**src/rtl/lc4_seq_alu.sv**
```systemverilog
// Multi-cycle companion to the LC4 ALU: persistent carry for multi-word chains
// plus iterative unsigned multiply/divide producing one result bit per cycle.
module lc4_seq_alu #(
  parameter int WORD_SIZE = 16
) (
  input  logic                 clk,
  input  logic                 rst,
  input  logic                 i_valid,
  input  logic [2:0]           i_op,
  input  logic [WORD_SIZE-1:0] i_a,
  input  logic [WORD_SIZE-1:0] i_b,
  output logic                 o_ready,
  output logic                 o_done,
  output logic [WORD_SIZE-1:0] o_result,
  output logic [WORD_SIZE-1:0] o_result_hi,
  output logic                 o_carry,
  output logic                 o_dz,
  output logic                 o_err,
  output logic [1:0]           dbg_state
);
  // Handshake: a request is taken on any rising edge where i_valid and o_ready
  // are both 1; o_done pulses for one cycle when results and flags are valid.
  localparam int W  = WORD_SIZE;
  localparam int CW = $clog2(W) + 1;

  localparam logic [2:0] OP_ADDC  = 3'b000;
  localparam logic [2:0] OP_SUBB  = 3'b001;
  localparam logic [2:0] OP_MUL   = 3'b010;
  localparam logic [2:0] OP_DIV   = 3'b011;
  localparam logic [2:0] OP_SHR1C = 3'b100;
  localparam logic [2:0] OP_CLRC  = 3'b101;
  localparam logic [2:0] OP_SETC  = 3'b110;

  typedef enum logic [1:0] {
    S_IDLE = 2'd0,
    S_BUSY = 2'd1,
    S_DONE = 2'd2
  } state_t;

  state_t         state, next_state;
  logic           accept, is_iter, last_step;
  logic           op_mul;
  logic [W-1:0]   work_hi, work_lo, opnd_b;
  logic [CW-1:0]  count;

  logic [W:0]     add_sum, sub_diff, mul_sum, div_shift, div_diff;
  logic           div_ok;
  logic [W-1:0]   step_hi, step_lo;

  assign accept    = i_valid && (state != S_BUSY);
  assign is_iter   = (i_op == OP_MUL) || (i_op == OP_DIV);
  assign last_step = (count == CW'(1));
  assign o_ready   = (state != S_BUSY);
  assign o_done    = (state == S_DONE);
  assign dbg_state = state;

  always_ff @(posedge clk) begin
    if (rst) state <= S_IDLE;
    else     state <= next_state;
  end

  always_comb begin
    next_state = state;
    case (state)
      S_IDLE, S_DONE: begin
        if (accept) next_state = is_iter ? S_BUSY : S_DONE;
        else        next_state = S_IDLE;
      end
      S_BUSY:  if (last_step) next_state = S_DONE;
      default: next_state = S_IDLE;
    endcase
  end

  assign add_sum  = {1'b0, i_a} + {1'b0, i_b} + (W+1)'(o_carry);
  assign sub_diff = {1'b0, i_a} - {1'b0, i_b} - (W+1)'(o_carry);

  // Multiply: {work_hi, work_lo} is the 2W accumulator; multiplier bits leave work_lo LSB first.
  assign mul_sum = {1'b0, work_hi} + (work_lo[0] ? {1'b0, opnd_b} : '0);

  // Divide: work_hi is the partial remainder, work_lo shifts dividend out and quotient in.
  // The remainder stays below B, so the W+1-bit difference sign is a true borrow.
  assign div_shift = {work_hi, work_lo[W-1]};
  assign div_diff  = div_shift - {1'b0, opnd_b};
  assign div_ok    = !div_diff[W];

  always_comb begin
    if (op_mul) begin
      step_hi = mul_sum[W:1];
      step_lo = {mul_sum[0], work_lo[W-1:1]};
    end else begin
      step_hi = div_ok ? div_diff[W-1:0] : div_shift[W-1:0];
      step_lo = {work_lo[W-2:0], div_ok};
    end
  end

  always_ff @(posedge clk) begin
    if (rst) begin
      o_result    <= '0;
      o_result_hi <= '0;
      o_carry     <= 1'b0;
      o_dz        <= 1'b0;
      o_err       <= 1'b0;
      op_mul      <= 1'b0;
      work_hi     <= '0;
      work_lo     <= '0;
      opnd_b      <= '0;
      count       <= '0;
    end else if (state == S_BUSY) begin
      work_hi <= step_hi;
      work_lo <= step_lo;
      count   <= count - CW'(1);
      if (last_step) begin
        o_result    <= step_lo;
        o_result_hi <= step_hi;
      end
    end else if (accept) begin
      o_dz  <= 1'b0;
      o_err <= 1'b0;
      case (i_op)
        OP_ADDC: begin
          o_result    <= add_sum[W-1:0];
          o_result_hi <= '0;
          o_carry     <= add_sum[W];
        end
        OP_SUBB: begin
          o_result    <= sub_diff[W-1:0];
          o_result_hi <= '0;
          o_carry     <= sub_diff[W];
        end
        OP_MUL, OP_DIV: begin
          op_mul  <= (i_op == OP_MUL);
          work_hi <= '0;
          work_lo <= i_a;
          opnd_b  <= i_b;
          count   <= CW'(W);
          o_dz    <= (i_op == OP_DIV) && (i_b == '0);
        end
        OP_SHR1C: begin
          o_result    <= {o_carry, i_a[W-1:1]};
          o_result_hi <= '0;
          o_carry     <= i_a[0];
        end
        OP_CLRC: begin
          o_result    <= '0;
          o_result_hi <= '0;
          o_carry     <= 1'b0;
        end
        OP_SETC: begin
          o_result    <= '0;
          o_result_hi <= '0;
          o_carry     <= 1'b1;
        end
        default: begin
          o_result    <= '0;
          o_result_hi <= '0;
          o_err       <= 1'b1;
        end
      endcase
    end
  end
endmodule

```
**config.mk**
```make
export PLATFORM = sky130hd
export DESIGN_NAME = lc4_seq_alu
export DESIGN_NICKNAME = d
export VERILOG_FILES = /design/src/rtl/lc4_seq_alu.sv
export SDC_FILE = /design/constraint.sdc
export NUM_CORES = 1
export LEC_CHECK = 0
export BUFFER_PORTS_ARGS = -buffer_cell sky130_fd_sc_hd__buf_2
export CAP_MARGIN = 5
export CORE_MARGIN = 2
export CORE_UTILIZATION = 55
export CTS_BUF_LIST = sky130_fd_sc_hd__clkbuf_8 sky130_fd_sc_hd__clkbuf_16
export DETAILED_ROUTE_END_ITERATION = 12
export PLACE_DENSITY = 0.74
export SETUP_SLACK_MARGIN = 0.05
export SLEW_MARGIN = 0
export SYNTH_ARGS = -nofsm -noshare
export SYNTH_HDL_FRONTEND = slang
export SYNTH_SLANG_ARGS = --single-unit
```
**constraint.sdc**
```tcl
create_clock -name clk -period 3.44 [get_ports clk]
set_clock_uncertainty 0.05 [all_clocks]
set_input_delay 0 -clock clk [delete_from_list [all_inputs] [get_ports clk]]
set_output_delay 0 -clock clk [all_outputs]
set_load 0.1 [all_outputs]
```
==> results of run 1 <==
==> critical path, stage by stage, from the launching register on <==
cell       delay, ns
dfxtp_1         0.32
inv_1           0.07
ha_1            0.16
inv_1           0.05
fa_2            0.37
a211oi_2        0.29
o21ai_1         0.16
nor4bb_1        0.19
o2111a_2        0.28
a211oi_4        0.27
buf_12          0.20
mux2_2          0.35
o2111ai_1       0.18
a21oi_1         0.09
==> kinds of logic (layout without fill, tap and decap cells) <==
logic type / count (synthesis) / count (layout) / share of synthesized area
flops: 91 / 91 / 0.238
simple gates: 322 / 322 / 0.201
fa+ha+maj: 85 / 85 / 0.145
compound gates: 302 / 302 / 0.265
mux: 23 / 23 / 0.0318
buf+inv: 126 / 219 / 0.0643
xor+xnor: 49 / 49 / 0.0560
==> routing by layer <==
layer	GRT usage	wire, µm	up-vias
met2	0.527	11000	288
met3	0.0506	1440	65
met4	0.124	697	0
met5	0	0	-
met1	0.394	9700	3617
li1	-	-	3748
==> power breakdown <==
group          total (mW)  internal [mW]  leakage (nW)  switching [mW]
Sequential           1.14           1.10         0.740          0.0378
Clock                1.17          0.725         0.170           0.442
Combinational        1.31          0.512          2.91           0.802
Total                3.62           2.34          3.82            1.28
==> how the worst min path moves through the flow <==
stage / startpoint / endpoint / slack [ns]
2_1_floorplan: i_b[10] / opnd_b[10] / 0.09
4_1_cts: i_a[5] / work_lo[5] / 0.01
6_report: i_a[5] / work_lo[5] / 0.02
5_1_grt: i_a[5] / work_lo[5] / 0.03
3_5_place_dp: i_b[8] / opnd_b[8] / 0.25
3_3_place_gp: i_b[13] / opnd_b[13] / 0.25
==> final cells by class <==
cell class                      count  area share
Multi-Input combinational cell    781       0.607
Sequential cell                    91       0.206
Timing Repair Buffer              121      0.0884
Inverter                           83      0.0351
Clock buffer                       10      0.0270
Tap cell                          180      0.0254
Clock inverter                      5      0.0116
==> cells in the final DEF, fill, tap and decap left out, types with 18 or more instances in the layout <==
cell type      instances
nand2_1              106
a21oi_1               99
dfxtp_1               89
inv_1                 84
ha_1                  79
nor2_1                76
buf_2                 76
o21ai_0               41
xnor2_1               35
nand3_1               31
a211oi_1              25
and2_1                23
buf_4                 23
nor3_1                22
dlygate4sd3_1         21
mux2i_1               18
==> registers in the layout, summed over array words and instances, names as in the netlist <==
register and flops:
o_result 16, o_result_hi 16, opnd_b 16, work_hi 16, work_lo 16, count 5, dbg_state 2, o_carry 1
o_dz 1, o_err 1, op_mul 1
==> stage by stage <==
stage                     power, mW  cell area, µm²
final                          3.62            8860
after global routing           3.79            8860
after CTS                      3.59            8840
after detailed placement       2.42            8290
after global placement         2.41            8290
after floorplan                2.11            7670
==> timing repair <==
action / CTS / global route
hold buffers: 21 / 0
gates resized for setup: 0 / 2
endpoints found under the hold margin: 21 / 0
setup buffers: 0 / 2
setup endpoints to repair: 0 / 3
==> results.sh, run 1 <==
export IMPL_critPathMaxFanout=16
export IMPL_drive_above_1_share=0.134
export IMPL_dieArea_um2=14900
export IMPL_initialDrtViolationCount=512
export IMPL_crit_start="work_lo[15]"
export IMPL_fillers=1236
export IMPL_multi_input_area_um2=5380
export IMPL_cts_made_buffers=9
export IMPL_synth_seq_cells=91
export IMPL_crit_arrival_ns=3.35
export IMPL_first_pass_iters=10
export IMPL_nets=1210
export IMPL_setup_viol=0
export IMPL_synth_edf_count=0
export IMPL_grt_usage=0.311
export IMPL_place_ws_ns=0.246
export IMPL_top_level_ports=77
export IMPL_setup_ws_ns=0.262
export IMPL_syn_area_per_cell_um2=7.68
export IMPL_finalHoldViolations=0
export IMPL_ant_nets=0
export IMPL_rows=43
export IMPL_clockBufferDepth=2
export IMPL_syn_inst=998
export IMPL_grt_pass1_vias=7401
export IMPL_place_gp_congestion=0.941
export IMPL_drv_slew=0
export IMPL_cts_tree="yes"
export IMPL_period_needed_ns=3.18
export IMPL_slew_headroom=0.514
export IMPL_crit_path_end_kind="register"
export IMPL_timing_final_crit_share=0.924
export IMPL_antenna_found_initial=0
export IMPL_r2r_end="o_result_hi[3]"
export IMPL_vias=7718
export IMPL_dpl_hpwl_um=17000
export IMPL_die_w_um=122
export IMPL_yosysMostFrequentCell="nand2_1"
export IMPL_powerDensity_nw_per_um2=408
export IMPL_endpoint="o_result_hi[3]"
export IMPL_placedCellCount=1233
export IMPL_synthToLayoutAreaGrowth_pct=15.6
export IMPL_violations="DRC"
export IMPL_instances_no_fill=1271
export IMPL_rsz0062_at_grt="no"
export IMPL_clk_latency_ns=0.36
export IMPL_drc=1
export IMPL_maxCapViolCount=0
export IMPL_setup_worst_path_start_class="register"
export IMPL_path_class="register to register"
export IMPL_ff_latch_area_um2=1820
export IMPL_cts_root_buf="clkbuf_16"
export IMPL_cp_data_required_time_ns=3.61
export IMPL_async_flop_share=0
export IMPL_synth_cell_area_um2=7670
export IMPL_grt_overflow=0
export IMPL_yosysSeqAreaShare=0.238
export IMPL_finalWirelength_um=22800
export IMPL_post_drt_wl_per_cell_um=17.9
export IMPL_yosysWarnings=0
export IMPL_core_um2=13800
export IMPL_via_per_inst=6.07
export IMPL_tightest_slew_ns=0.727
export IMPL_ir_worst_vdd_mv=0.237
export IMPL_htreeDepth=3
export IMPL_power_leakage_nw=3.82
export IMPL_cts_sinks=91
export IMPL_grt_max_degree=45
export IMPL_port_buffers=76
export IMPL_cts_clk_slew_worst_paths_ns=0.07
export IMPL_yosysUniqueCellTypes=77
export IMPL_start_util=0.557
export IMPL_synth_ff_type="dfxtp_1"
export IMPL_synth_cells_most_frequent="nand2_1, a21oi_1, dfxtp_1"
export IMPL_fmax_ghz=0.315
export IMPL_ff2ff_setup_slack_ns=0.26
export IMPL_whs_path_depth=3
export IMPL_r2r_start="work_lo[15]"
export IMPL_status="finished with violations"
export IMPL_holdWs_ns=0.0150
export IMPL_synth_top_area_cell="dfxtp_1"
export IMPL_final_util=0.644
export IMPL_synth_top_area_frac=0.238
export IMPL_grt_pass1_wl_um=36500
export IMPL_fin_setup_tns_ns=0
export IMPL_syn_nets=1121
export IMPL_hp_class="input pin to register"
export IMPL_reg2reg_depth=13
export IMPL_antenna_cells=0
export IMPL_synth_area_top_cells="dfxtp_1, ha_1, a21oi_1, nand2_1, inv_1"
export IMPL_die_height_um=122
(Power assumes the default switching activity.)
==> inputs of run 2 (changes only) <==
--- a/config.mk
+++ b/config.mk
@@ -11,7 +11,7 @@
 export CORE_UTILIZATION = 55
 export CTS_BUF_LIST = sky130_fd_sc_hd__clkbuf_8 sky130_fd_sc_hd__clkbuf_16
 export DETAILED_ROUTE_END_ITERATION = 12
-export PLACE_DENSITY = 0.74
+export PLACE_DENSITY = 0.75
 export SETUP_SLACK_MARGIN = 0.05
 export SLEW_MARGIN = 0
 export SYNTH_ARGS = -nofsm -noshare
==> results.sh, run 2 (synthesized netlist as in run 1, its figures left out) <==
export IMPL_drv_slew=0
export IMPL_nets=1212
export IMPL_status="completed"
export IMPL_slowest_delay_ns=0.43
export IMPL_period_needed_ns=3.22
export IMPL_antenna_cells=0
export IMPL_antenna_found_initial=0
export IMPL_setup_worst_path_start_class="register"
export IMPL_via_per_inst=6.08
export IMPL_clockBufferDepth=2
export IMPL_grt_usage=0.312
export IMPL_timing_final_crit_share=0.936
export IMPL_slew_headroom=0.339
export IMPL_die_w_um=122
export IMPL_grt_pass1_wl_um=36500
export IMPL_cp_data_required_time_ns=3.61
export IMPL_core_um2=13800
export IMPL_vias=7746
export IMPL_fin_setup_tns_ns=0
export IMPL_dieArea_um2=14900
export IMPL_setup_viol=0
export IMPL_cts_tree="yes"
export IMPL_cts_clk_slew_worst_paths_ns=0.07
export IMPL_top_level_ports=77
export IMPL_ir_worst_vdd_mv=0.294
export IMPL_synthToLayoutAreaGrowth_pct=15.2
export IMPL_grt_max_degree=74
export IMPL_worst_path_buf_inv=3
export IMPL_powerDensity_nw_per_um2=396
export IMPL_post_drt_wl_per_cell_um=18.1
export IMPL_maxCapViolCount=0
export IMPL_grt_pass1_vias=7320
export IMPL_drive_above_1_share=0.133
export IMPL_finalWirelength_um=23000
export IMPL_initialDrtViolationCount=751
export IMPL_cpMaxStageDelayCell="fa_1"
export IMPL_crit_path_end_kind="register"
export IMPL_critPathMaxFanout=7
export IMPL_start_util=0.557
export IMPL_first_pass_iters=5
export IMPL_layout_common_cells="nand2_1, a21oi_1, dfxtp_1"
export IMPL_cts_sinks=91
export IMPL_die_height_um=122
export IMPL_hp_class="input pin to register"
export IMPL_path_class="register to register"
export IMPL_dpl_hpwl_um=16900
export IMPL_critPathTopFamily="compound AO/OA/AOI/OAI gates"
export IMPL_drc=0
export IMPL_htreeDepth=3
export IMPL_crit_arrival_ns=3.39
export IMPL_place_area_um2=8290
export IMPL_clk_latency_ns=0.37
export IMPL_grt_overflow=0
export IMPL_rsz0062_at_grt="yes"
export IMPL_fmax_ghz=0.310
export IMPL_finalHoldViolations=0
export IMPL_fillers=1270
export IMPL_power_leakage_nw=3.80
export IMPL_rows=43
export IMPL_ant_nets=0
export IMPL_cts_root_buf="clkbuf_16"
export IMPL_port_buffers=76
export IMPL_cpMostUsedCell="inv_1"
export IMPL_tightest_slew_ns=0.988
export IMPL_place_gp_congestion=0.967
export IMPL_final_common_cell="nand2_1"
export IMPL_cp_cell_sequence="inv_1 > ha_1 > inv_1 > fa_1 > a211oi_2 > o21ai_1 > nor4bb_1 > o2111a_2 > a211oi_4 > buf_4 > mux2_4 > o2111ai_2 > a21oi_2"
export IMPL_design_area_um2=8830
export IMPL_cts_made_buffers=9
[run 2: final cells by class]
cell class                      instances  area [µm²]  area share
Clock buffer                           10         239      0.0271
Timing Repair Buffer                  123         791      0.0895
Multi-Input combinational cell        781        5370       0.608
Tap cell                              180         225      0.0255
Clock inverter                          6        70.1     0.00793
Sequential cell                        91        1820       0.207
Inverter                               83         312      0.0353
[run 2: metrics by stage]
step,worst slack (ns),hold slack [ns],util,power (mW),cells
CTS,0.133,0.00283,0.641,3.48,1273
global placement,0.200,0.250,0.602,2.39,1234
finish,0.219,0.00459,0.641,3.50,1274
floorplan,0.160,0.0860,-,2.11,998
global route,0.00917,0.0292,0.641,3.66,1274
detailed placement,0.155,0.250,0.602,2.40,1234
[run 2: timing repair]
| action | in CTS | in global routing |
|---|---|---|
| setup endpoints to repair | 0 | 26 |
| hold buffers | 23 | 0 |
| gates resized for setup | 0 | 1 |
| endpoints found under the hold margin | 23 | 0 |
| buffers inserted | 0 | 1 |
[run 2: metal layers]
metal	global-route usage	vias up	share of wire
met4	0.123	0	0.024
met3	0.0431	53	0.065
li1	-	3767	-
met2	0.550	273	0.49
met5	0	-	0
met1	0.383	3653	0.42
[run 2: final timing paths]
kind,start,to,slack (ns),cells past startpoint
worst max-delay path,work_lo[15],o_result_hi[7],0.22,13
worst min-delay path,i_a[2],work_lo[2],0.005,5
worst max register to register,work_lo[15],o_result_hi[7],0.22,13
worst min register to register,o_result[6],o_result[6],0.40,2
[run 2: tightest hold or removal path: cells and delay by family]
family	cells	cell delay [ns]
compound gates	2	0.11
simple gates	2	0.15
buf+inv	1	0.12
[run 2: where the power goes]
| group | leakage [nW] | switching, mW | internal [mW] | total [mW] |
|---|---|---|---|---|
| logic | 2.91 | 0.782 | 0.505 | 1.29 |
| clock network | 0.154 | 0.479 | 0.592 | 1.07 |
| registers | 0.740 | 0.0457 | 1.10 | 1.14 |
